File: config.mk
export PLATFORM = sky130hd
export DESIGN_NAME = uart_rx
export DESIGN_NICKNAME = d
export VERILOG_FILES = /design/src/rtl/uart_pkg.sv /design/src/rtl/uart_rx_sync2.sv /design/src/rtl/uart_rx.sv
export SDC_FILE = /design/constraint.sdc
export NUM_CORES = 1
export LEC_CHECK = 0
export CAP_MARGIN = 20
export CORE_MARGIN = 2
export CORE_UTILIZATION = 24
export CTS_CLUSTER_SIZE = 16
export DETAILED_ROUTE_END_ITERATION = 8
export SLEW_MARGIN = 20
export SYNTH_ARGS = -nofsm -noshare
export SYNTH_HDL_FRONTEND = slang
export SYNTH_SLANG_ARGS = --single-unit
File: constraint.sdc
create_clock -name clock -period 2.7 [get_ports clock]
set_input_delay 0.81 -clock clock [delete_from_list [all_inputs] [get_ports clock]]
set_output_delay 0.81 -clock clock [all_outputs]
set_load 0.01 [all_outputs]
File: src/rtl/uart_pkg.sv
// Shared types and constants for the UART receiver.
package uart_pkg;

    typedef enum logic [2:0] {
        S_IDLE,
        S_START,
        S_DATA,
        S_PARITY,
        S_STOP,
        S_WAIT_HIGH
    } rx_state_t;

    localparam int PAR_NONE = 0;
    localparam int PAR_EVEN = 1;
    localparam int PAR_ODD  = 2;

endpackage

File: src/rtl/uart_rx_sync2.sv
// Two-flop synchronizer; both flops reset to the idle-high line level.
module sync2_n (
    input  logic clock,
    input  logic reset_n,
    input  logic d,
    output logic q
);

    logic meta;

    always_ff @(posedge clock or negedge reset_n) begin
        if (!reset_n) begin
            meta <= 1'b1;
            q    <= 1'b1;
        end else begin
            meta <= d;
            q    <= meta;
        end
    end

endmodule

File: src/rtl/uart_rx.sv
// UART receiver: centre-sampled frames, optional parity, held output
// register with valid/ready handshake and a sticky overrun flag.
module uart_rx
    import uart_pkg::*;
#(
    parameter int DATA_BITS    = 8,
    parameter int CLKS_PER_BIT = 16,
    parameter int PARITY       = 0,
    parameter int STOP_BITS    = 1
) (
    input  logic                 clock,
    input  logic                 reset_n,
    input  logic                 rx_in,
    output logic [DATA_BITS-1:0] data_out,
    output logic                 data_valid,
    input  logic                 data_ready,
    output logic                 parity_err,
    output logic                 frame_err,
    output logic                 overrun,
    output logic                 busy
);

    localparam int CW = $clog2(CLKS_PER_BIT);
    localparam int BW = 4;
    localparam logic [CW-1:0] HALF   = CW'(CLKS_PER_BIT / 2 - 1);
    localparam logic [CW-1:0] FULL   = CW'(CLKS_PER_BIT - 1);
    localparam logic [BW-1:0] LAST_D = BW'(DATA_BITS - 1);
    localparam logic [BW-1:0] LAST_S = BW'(STOP_BITS - 1);
    localparam logic          ODD    = (PARITY == PAR_ODD);

    logic                 rx_s;
    rx_state_t            state_q, state_d;
    logic [CW-1:0]        cnt_q, cnt_d;
    logic [BW-1:0]        bit_q, bit_d;
    logic [DATA_BITS-1:0] shift_q, shift_d;
    logic                 perr_q, perr_d;
    logic                 ferr_q, ferr_d;
    logic                 done;
    logic                 tick;
    logic                 accept;

    sync2_n u_sync (
        .clock   (clock),
        .reset_n (reset_n),
        .d       (rx_in),
        .q       (rx_s)
    );

    assign tick   = (cnt_q == '0);
    assign accept = data_valid & data_ready;
    assign busy   = (state_q != S_IDLE);

    always_ff @(posedge clock or negedge reset_n) begin
        if (!reset_n) begin
            state_q <= S_IDLE;
            cnt_q   <= '0;
            bit_q   <= '0;
            shift_q <= '0;
            perr_q  <= 1'b0;
            ferr_q  <= 1'b0;
        end else begin
            state_q <= state_d;
            cnt_q   <= cnt_d;
            bit_q   <= bit_d;
            shift_q <= shift_d;
            perr_q  <= perr_d;
            ferr_q  <= ferr_d;
        end
    end

    always_comb begin
        state_d = state_q;
        cnt_d   = cnt_q;
        bit_d   = bit_q;
        shift_d = shift_q;
        perr_d  = perr_q;
        ferr_d  = ferr_q;
        done    = 1'b0;
        unique case (state_q)
            S_IDLE: begin
                if (!rx_s) begin
                    state_d = S_START;
                    cnt_d   = HALF;
                end
            end
            S_START: begin
                if (!tick) begin
                    cnt_d = cnt_q - 1'b1;
                end else if (!rx_s) begin
                    state_d = S_DATA;
                    cnt_d   = FULL;
                    bit_d   = '0;
                    perr_d  = 1'b0;
                    ferr_d  = 1'b0;
                end else begin
                    state_d = S_IDLE;
                end
            end
            S_DATA: begin
                if (!tick) begin
                    cnt_d = cnt_q - 1'b1;
                end else begin
                    shift_d = {rx_s, shift_q[DATA_BITS-1:1]};
                    cnt_d   = FULL;
                    if (bit_q == LAST_D) begin
                        bit_d   = '0;
                        state_d = (PARITY != PAR_NONE) ? S_PARITY : S_STOP;
                    end else begin
                        bit_d = bit_q + 1'b1;
                    end
                end
            end
            S_PARITY: begin
                if (!tick) begin
                    cnt_d = cnt_q - 1'b1;
                end else begin
                    // even mode flags a 1, odd mode flags a 0
                    perr_d  = (^shift_q) ^ rx_s ^ ODD;
                    cnt_d   = FULL;
                    state_d = S_STOP;
                end
            end
            S_STOP: begin
                if (!tick) begin
                    cnt_d = cnt_q - 1'b1;
                end else begin
                    if (!rx_s) ferr_d = 1'b1;
                    if (bit_q == LAST_S) begin
                        done    = 1'b1;
                        state_d = rx_s ? S_IDLE : S_WAIT_HIGH;
                    end else begin
                        bit_d = bit_q + 1'b1;
                        cnt_d = FULL;
                    end
                end
            end
            S_WAIT_HIGH: begin
                if (rx_s) state_d = S_IDLE;
            end
            default: state_d = S_IDLE;
        endcase
    end

    // a completion only loads when the holding register is free or freeing
    always_ff @(posedge clock or negedge reset_n) begin
        if (!reset_n) begin
            data_out   <= '0;
            data_valid <= 1'b0;
            parity_err <= 1'b0;
            frame_err  <= 1'b0;
            overrun    <= 1'b0;
        end else begin
            if (done && (!data_valid || data_ready)) begin
                data_out   <= shift_q;
                parity_err <= perr_q;
                frame_err  <= ferr_d;
                data_valid <= 1'b1;
            end else if (accept) begin
                data_valid <= 1'b0;
            end
            if (done && data_valid && !data_ready) begin
                overrun <= 1'b1;
            end else if (accept) begin
                overrun <= 1'b0;
            end
        end
    end

endmodule
### Word-level counts from Yosys, hierarchy flattened

Index checks and enable logic that the tools add are counted.

| cells by class | value |
|---|---|
| add/subtract/negate cells | 2 |
| eq/ne operators | 18 |
| multiplexer cells | 40 |
| bitwise logic cells | 2 |
| reductions and logical operators | 22 |

Operators by type and width:

| operator | number |
|---|---|
| two-way mux 4 bit | 12 |
| two-way mux 3 bit | 9 |
| inequality test 2 bit, second input constant | 9 |
| case mux 3 bit (6 select lines) | 1 |
| case mux 4 bit (4 select lines) | 1 |
| two-way mux 1 bit | 13 |
| case mux 4 bit (3 select lines) | 1 |
| zero test 4 bit | 2 |
| AND reduction 4 bit | 2 |
| AND reduction 8 bit | 1 |
| XOR reduction 8 bit | 1 |
| == test 3 x 2 -> 1 bit, second input constant | 2 |
| == test 3 bit, second input constant | 2 |
| inequality test 3 bit, second input constant | 2 |
| AND reduction 6 bit | 1 |
| nonzero test 2 bit | 3 |
| nonzero test 3 bit | 2 |
| adder 4 x 1 -> 4 bit, second input constant | 1 |
| == test 4 x 3 -> 1 bit, second input constant | 1 |
| case mux 1 bit (2 select lines) | 2 |
| nonzero test 4 bit | 1 |
| subtractor 4 x 1 -> 4 bit, second input constant | 1 |
| == test 3 x 1 -> 1 bit, second input constant | 1 |
| logical AND 1 bit | 3 |
| 9 further kinds | 10 |

| word-level totals | value |
|---|---|
| register bits | 35 |
| output and inout bits | 13 |
| logic and storage cells | 97 |

### Longest topological paths before layout

Gate-level depths: netlist of the first run.

| logic depth | value |
|---|---|
| depth after elaboration | 7 |
| mapped depth | 7 |
| gate-level depth less buffers | 6 |

### Modules after synthesis

From an unflattened synthesis of the first run, not the netlist that was laid out.

| second synthesis, totals | value |
|---|---|
| cells, all modules | 150 |
| area, all modules | 1789.2 um2 |

Modules (own cells, without submodules):

| module | instances | cells each | area an instance (um2) | seq. area each (um2) |
|---|---|---|---|---|
| uart_rx | 1 | 148 | 1736.7 | 825.8 |
| sync2_n | 1 | 2 | 52.6 | 52.6 |

### Worst setup path before layout of the first run

Ideal clock, no wire load.

| path | value |
|---|---|
| path type | register to register |
| start point | reg cnt_q[0] |
| end point | reg perr_q |
| library setup time | 0.065 ns |
| data arrival time | 1.897 ns |
| required time | 2.635 ns |
| setup slack | 0.738 ns |
| stages on the path, launching flop included | 7 |
| path buffers | 0 |
| clock period less this slack | 1.962 ns |
| cell sequence | dfrtp_1 > inv_1 > ha_1 > or4b_4 > or4_1 > mux2_2 > nand2_1 |

| on the way | value |
|---|---|
| word-level cells in the longest chain between the ends | 3 |
| elaborated cells on any way between the ends | 4 |

RTL lines:

| item | line | source |
|---|---|---|
| start, declared | uart_rx.sv:33 | `logic [CW-1:0] cnt_q, cnt_d;` |
| start signal, assigned | uart_rx.sv:63 | `cnt_q <= cnt_d;` |
| zero test 4 bit * | uart_rx.sv:49 | `assign tick = (cnt_q == '0);` |
| inequality test 2 bit (no source line) | - |  |
| AND reduction 4 bit (no source line) * | - |  |
| end signal, assigned | uart_rx.sv:66 | `perr_q <= perr_d;` |
| end, declared | uart_rx.sv:36 | `logic perr_q, perr_d;` |

Mark *: on every way between the ends. The rest lies on a longest branch, timed or not.
A chain may end at the register's enable or synchronous reset.

### Final worst setup path of the first run

| path | value |
|---|---|
| start point | reg state_q[1] |
| end point | out busy |

| on the way | value |
|---|---|
| word-level cells in the longest chain between the ends | 1 |

RTL lines:

| item | line | source |
|---|---|---|
| start, declared | uart_rx.sv:32 | `rx_state_t state_q, state_d;` |
| start signal, assigned | uart_rx.sv:62 | `state_q <= state_d;` |
| nonzero test 3 bit | uart_rx.sv:51 | `assign busy = (state_q != S_IDLE);` |
| end, declared | uart_rx.sv:20 | `output logic busy` |

Every way passes these cells.

==> impl_metrics.py, run 1 <==
metrics = {
    "outcome": {
        "status": "complete, no violations",
    },
    "setup_path": {
        "worstPathArrival_ns": 1.69,
        "startpoint_type": "flop",
        "required_ns": 1.89,
        "cp_max_fo": 10,
        "slowest_stage": "dfrtp_1",
        "path_cells": "or3_1, clkdlybuf4s50_1",
        "cp.buffers_inverters": 1,
        "r2r_start": "cnt_q[0]",
        "path_class": "reg -> out",
        "worstSetupStartpoint": "state_q[1]",
        "critPathMaxStageDelay_ns": 0.49,
        "cp-end-kind": "primary output",
        "cp_top_family": "flip-flops",
    },
    "layout": {
        "ff_latch_area_um2": 878,
        "syn_to_final_growth_pct": 22.9,
        "drive_gt1_share_pct": 23.3,
        "multi_input_area_um2": 808,
        "fillers": 752,
        "layout.nets": 182,
        "finalNonFillerCells": 275,
        "n_antenna_cell": 0,
    },
    "drt": {
        "wl_per_cell_um": 12.8,
        "finalWirelength_um": 3530,
        "dr.pass1.iters": 5,
        "ant_nets": 0,
        "drc_errors": 0,
        "routed-via-count": 1248,
        "viasPerCell": 4.54,
        "drt_iter0_markers": 70,
    },
    "sta": {
        "relSlewSlack_pct": 63.5,
        "setup_viol": 0,
        "period_share_pct": 92.6,
        "worstMarginPinSlew_ns": 0.540,
        "setup_tns_ns": 0,
        "rsz0062_at_grt": "no",
        "fmax_ghz": 0.400,
        "fin_crit_ns": 2.50,
        "hold_viol_final": 0,
        "skew_ns": 0.0107,
        "finalMaxSlewViolations": 0,
    },
    "global_routing": {
        "grt_usage_pct": 9.82,
        "overflow": 0,
        "grt_max_degree": 36,
        "antenna_found_initial": 0,
        "grt_pass1_wl_um": 5910,
        "grt_pass1_vias": 1229,
    },
    "logic_synthesis": {
        "synth_top_area_share_pct": 47.3,
        "syn_area_um2": 1750,
        "syn_area_per_cell_um2": 11.5,
        "synth_seq_area_share_pct": 50.3,
        "yosysTopAreaCell": "dfrtp_1",
        "yosys-top-cells-area": "dfrtp_1 (47%), mux2_2 (12%), dfstp_2 (3.0%)",
        "async_reset_ff_share_pct": 100,
        "yosysMostFrequentCell": "dfrtp_1",
        "syn_inst": 152,
        "synthDistinctLibCells": 44,
        "ys_ff_latch": 35,
        "yosys_warnings": 0,
        "synth-edff-count": 0,
        "synth_common_cells": "dfrtp_1 (33), mux2_2 (18), inv_1 (10)",
        "synth-main-ff-cell": "dfrtp_1",
        "synth_fp_nets": 159,
    },
    "die": {
        "core.rowCount": 31,
        "core_um2": 7140,
        "fp.dieH_um": 89.3,
        "start_util_pct": 24.5,
        "die_area_um2": 7980,
        "io_pins": 17,
        "chipWidth_um": 89.3,
    },
    "place": {
        "io_buffer_count": 16,
        "place.gp.congestion": 0.821,
        "dp_cells": 267,
        "place_hpwl_um": 2460,
    },
    "clock_tree": {
        "clock_path_buffers": 2,
        "cts_tree": "built",
        "ctsResizeCount": 0,
        "cts_sinks": 35,
        "cts_root_buf": "clkbuf_8",
        "clk_latency_ns": 0.30,
        "postCtsHoldBufs": 0,
        "htreeDepth": 2,
        "clk_pin_slew_ns": 0.08,
        "cts_setup_buffers": 0,
        "numCtsBuffers": 5,
    },
    "hold_path": {
        "hold_class": "reg -> reg",
        "hp-start": "u_sync.meta",
    },
    "power": {
        "cellPowerDensity_nw_per_um2": 693,
        "ir_drop_uv": 176,
        "p_leak_nw": 0.963,
    },
    "run": {
        "cap_viol_max_count": 0,
    },
}
where the power goes:
part | switching (mW) | internal [mW]
clock | 0.194 | 0.233
combinational | 0.209 | 0.185
sequential | 0.0734 | 0.594
total | 0.476 | 1.01
registers in the layout, summed over array words and instances, names as in the netlist:
name and cells:
data_out 8, overrun 1, state_q 3, perr_q 1
cnt_q 4, u_sync.meta 1, u_sync.q 1, bit_q 4
ferr_q 1, parity_err 1, frame_err 1, data_valid 1
shift_q 8
worst paths after layout:
path | end | slack (ns) | cells after the start
worst max-delay path | busy | 0.20 | 2
worst min register to register | u_sync.q | 0.35 | 0
worst min-delay path | u_sync.q | 0.35 | 0
worst max register to register | perr_q | 0.59 | 6
max in group asynchronous | u_sync.meta | 1.41 | 2
min in group asynchronous | cnt_q[3] | 0.93 | 2
per-layer routing:
layer	part of all wire (%)	vias up	global-route usage [%]	routed length, µm
met2	46	17	15.1	1640
met3	3.1	6	3.14	108
met5	0	-	0	0
met4	2.4	0	4.48	85
met1	48	621	12.6	1700
li1	-	604	-	-
final cells by class:
class	instances	share of cell area, %
Clock buffer	8	4.66
Inverter	10	1.75
Multi-Input combinational cell	102	37.7
Sequential cell	35	40.9
Tap cell	99	5.77
Timing Repair Buffer	21	9.21
kinds of logic after synthesis:
group                    share of synthesized area (%)
buffers and inverters                             3.44
flip-flops                                        50.3
multiplexers                                      11.6
XOR/XNOR                                          4.58
AO/OA/AOI/OAI                                     12.3
adder cells (fa/ha/maj)                           2.15
AND/OR/NAND/NOR                                   15.6
through the flow:
step | instance area (µm²) | setup WS, ns | utilization [%] | power (mW) | hold WS (ns)
finish | 2150 | 0.199 | 30.1 | 1.49 | 0.349
floorplan | 1750 | 0.738 | - | 0.961 | 0.345
detailed placement | 2050 | 0.511 | 28.7 | 1.07 | 0.349
CTS | 2150 | 0.194 | 30.1 | 1.50 | 0.360
global placement | 2050 | 0.543 | 28.7 | 1.06 | 0.348
global route | 2150 | 0.128 | 30.1 | 1.58 | 0.368
cell usage in the layout (no fill, tap or decap), types with 2 or more instances in the layout:
master / n
a21oi_1: 5
clkbuf_8: 7
or3b_2: 2
dfstp_2: 2
nand4_1: 2
o21ai_0: 8
a31o_2: 2
a22oi_1: 2
nor2b_1: 2
ha_1: 3
o22ai_1: 2
dfrtp_1: 33
nor3_1: 3
a211oi_1: 2
nand2_1: 8
nor2_1: 3
mux2_2: 18
nor4b_1: 3
inv_1: 10
nand2b_1: 3
xnor3_1: 2
a31oi_1: 4
nor3b_2: 3
clkdlybuf4s50_1: 16
xnor2_1: 3
buf_4: 5
nand3_1: 4
(Power assumes the default switching activity.)
==> run 2: changes to the inputs <==
--- a/config.mk
+++ b/config.mk
@@ -10,6 +10,7 @@
 export CORE_UTILIZATION = 24
 export CTS_CLUSTER_SIZE = 16
 export DETAILED_ROUTE_END_ITERATION = 8
+export PLACE_DENSITY = 0.43
 export SLEW_MARGIN = 20
 export SYNTH_ARGS = -nofsm -noshare
 export SYNTH_HDL_FRONTEND = slang
==> run 2 against run 1 <==
  * Worst hold slack improved by 0.0089 ns
  * Critical endpoint unchanged
  * First-iteration DRC count shrank 47%
  * Design area decreased by 1.0%
  * Register-to-register slack worse by 0.07 ns
==> impl_metrics.py, run 2 (synthesis results as in run 1) <==
metrics = {
    "layout": {
        "layout_common_cells": "dfrtp_1 (33), mux2_2 (18), clkdlybuf4s50_1 (16), inv_1 (10)",
        "n_antenna_cell": 0,
        "top_regs": "data_out (8), shift_q (8)",
        "finalNonFillerCells": 274,
        "fillers": 768,
        "syn_to_final_growth_pct": 21.6,
        "drive_gt1_share_pct": 22.9,
        "layout.nets": 181,
        "layout_commonest_cell": "dfrtp_1",
    },
    "die": {
        "fp.dieH_um": 89.3,
        "core_um2": 7140,
        "core.rowCount": 31,
        "die_area_um2": 7980,
        "io_pins": 17,
        "start_util_pct": 24.5,
        "chipWidth_um": 89.3,
    },
    "setup_path": {
        "startpoint_type": "flop",
        "worstSetupStartpoint": "state_q[1]",
        "cp_max_fo": 10,
        "r2r_cells": 7,
        "path_class": "reg -> out",
        "worst_r2r_endpoint": "cnt_q[2]",
        "worstPathArrival_ns": 1.72,
        "required_ns": 1.89,
        "cp-end-kind": "primary output",
        "r2r_start": "cnt_q[0]",
        "r2r_slack_ns": 0.52,
    },
    "sta": {
        "period_share_pct": 93.7,
        "worstMarginPinSlew_ns": 0.649,
        "fin_crit_ns": 2.53,
        "rsz0062_at_grt": "no",
        "setup_viol": 0,
        "setup_tns_ns": 0,
        "fmax_ghz": 0.395,
        "skew_ns": 0.00270,
        "finalMaxSlewViolations": 0,
        "fin_ws_ns": 0.170,
        "relSlewSlack_pct": 56.1,
        "hold_viol_final": 0,
    },
    "global_routing": {
        "antenna_found_initial": 0,
        "grt_pass1_vias": 1316,
        "overflow": 0,
        "grt_usage_pct": 10.1,
        "grt_max_degree": 36,
        "grt_pass1_wl_um": 6050,
    },
    "run": {
        "cap_viol_max_count": 0,
    },
    "drt": {
        "routed-via-count": 1233,
        "drc_errors": 0,
        "viasPerCell": 4.50,
        "drt_iter0_markers": 37,
        "wl_per_cell_um": 13.0,
        "dr.pass1.iters": 4,
        "ant_nets": 0,
        "finalWirelength_um": 3570,
    },
    "clock_tree": {
        "postCtsHoldBufs": 0,
        "numCtsBuffers": 5,
        "cts_setup_buffers": 0,
        "ctsResizeCount": 0,
        "clock_path_buffers": 2,
        "clk_pin_slew_ns": 0.07,
        "clk_latency_ns": 0.28,
        "htreeDepth": 2,
        "cts_root_buf": "clkbuf_8",
        "cts_sinks": 35,
        "cts_tree": "built",
    },
    "place": {
        "dp_slack_ns": 0.511,
        "dp_cells": 266,
        "io_buffer_count": 16,
        "place_hpwl_um": 2630,
        "place.gp.congestion": 0.792,
    },
    "power": {
        "sw_frac_of_total_pct": 33.6,
        "clkPwrFrac_pct": 25.3,
        "ir_drop_uv": 367,
        "p_int_mw": 0.956,
        "p_leak_nw": 0.947,
        "switchingPower_mw": 0.483,
        "cellPowerDensity_nw_per_um2": 678,
        "pwr-share-comb_pct": 27.9,
        "power_frac_seq_pct": 46.8,
    },
    "hold_path": {
        "hold_end": "u_sync.q",
        "hp-start": "u_sync.meta",
        "hold_class": "reg -> reg",
        "holdPathStages": 0,
    },
    "outcome": {
        "status": "complete, no violations",
    },
}
[run 2: cell types whose count changed in the layout (fill, tap and decap cells not counted), sizes merged]
cell,change
clkinvlp,+1
buf,-1
clkbuf,-2
clkinv,+1
[run 2: power by group through the flow]
stage | logic, mW | registers (mW) | clock network, mW
3_3_place_gp | 0.381 | 0.677 | 0
6_report | 0.401 | 0.674 | 0.364
4_1_cts | 0.402 | 0.672 | 0.383
5_1_grt | 0.447 | 0.686 | 0.408
3_5_place_dp | 0.400 | 0.682 | 0
2_1_floorplan | 0.310 | 0.651 | 0
[run 2: cell type report]
type,count,area [µm²],area share (%)
Inverter,10,37.5,1.77
Clock buffer,6,72.6,3.42
Multi-Input combinational cell,102,808,38.1
Tap cell,99,124,5.83
Clock inverter,2,12.5,0.589
Timing Repair Buffer,20,190,8.96
Sequential cell,35,878,41.4
[run 2: worst max path at each step]
stage                  end  cells after the start
CTS                   busy                      2
detailed placement    busy                      2
global route          busy                      2
floorplan           perr_q                      6
global placement      busy                      2
finish                busy                      2
[run 2: layer usage]
metal	routed length (µm)	vias up	global-route usage (%)
met5	0	-	0
met4	80	0	4.48
met3	141	10	2.86
met2	1690	32	16.4
met1	1650	596	12.4
li1	-	595	-
[run 2: stage by stage]
stage / power [mW] / util (%) / hold WS (ns) / area, µm²
after floorplan: 0.961 / - / 0.345 / 1750
after global placement: 1.06 / 28.6 / 0.352 / 2040
after detailed placement: 1.08 / 28.6 / 0.347 / 2040
after CTS: 1.46 / 29.8 / 0.362 / 2120
after global routing: 1.54 / 29.8 / 0.367 / 2120
final: 1.44 / 29.8 / 0.358 / 2120
[run 2: worst max-delay path, cell delays in order, from the launching register on]
cell             delay, ns
dfrtp_1               0.50
or3_1                 0.44
clkdlybuf4s50_1       0.50
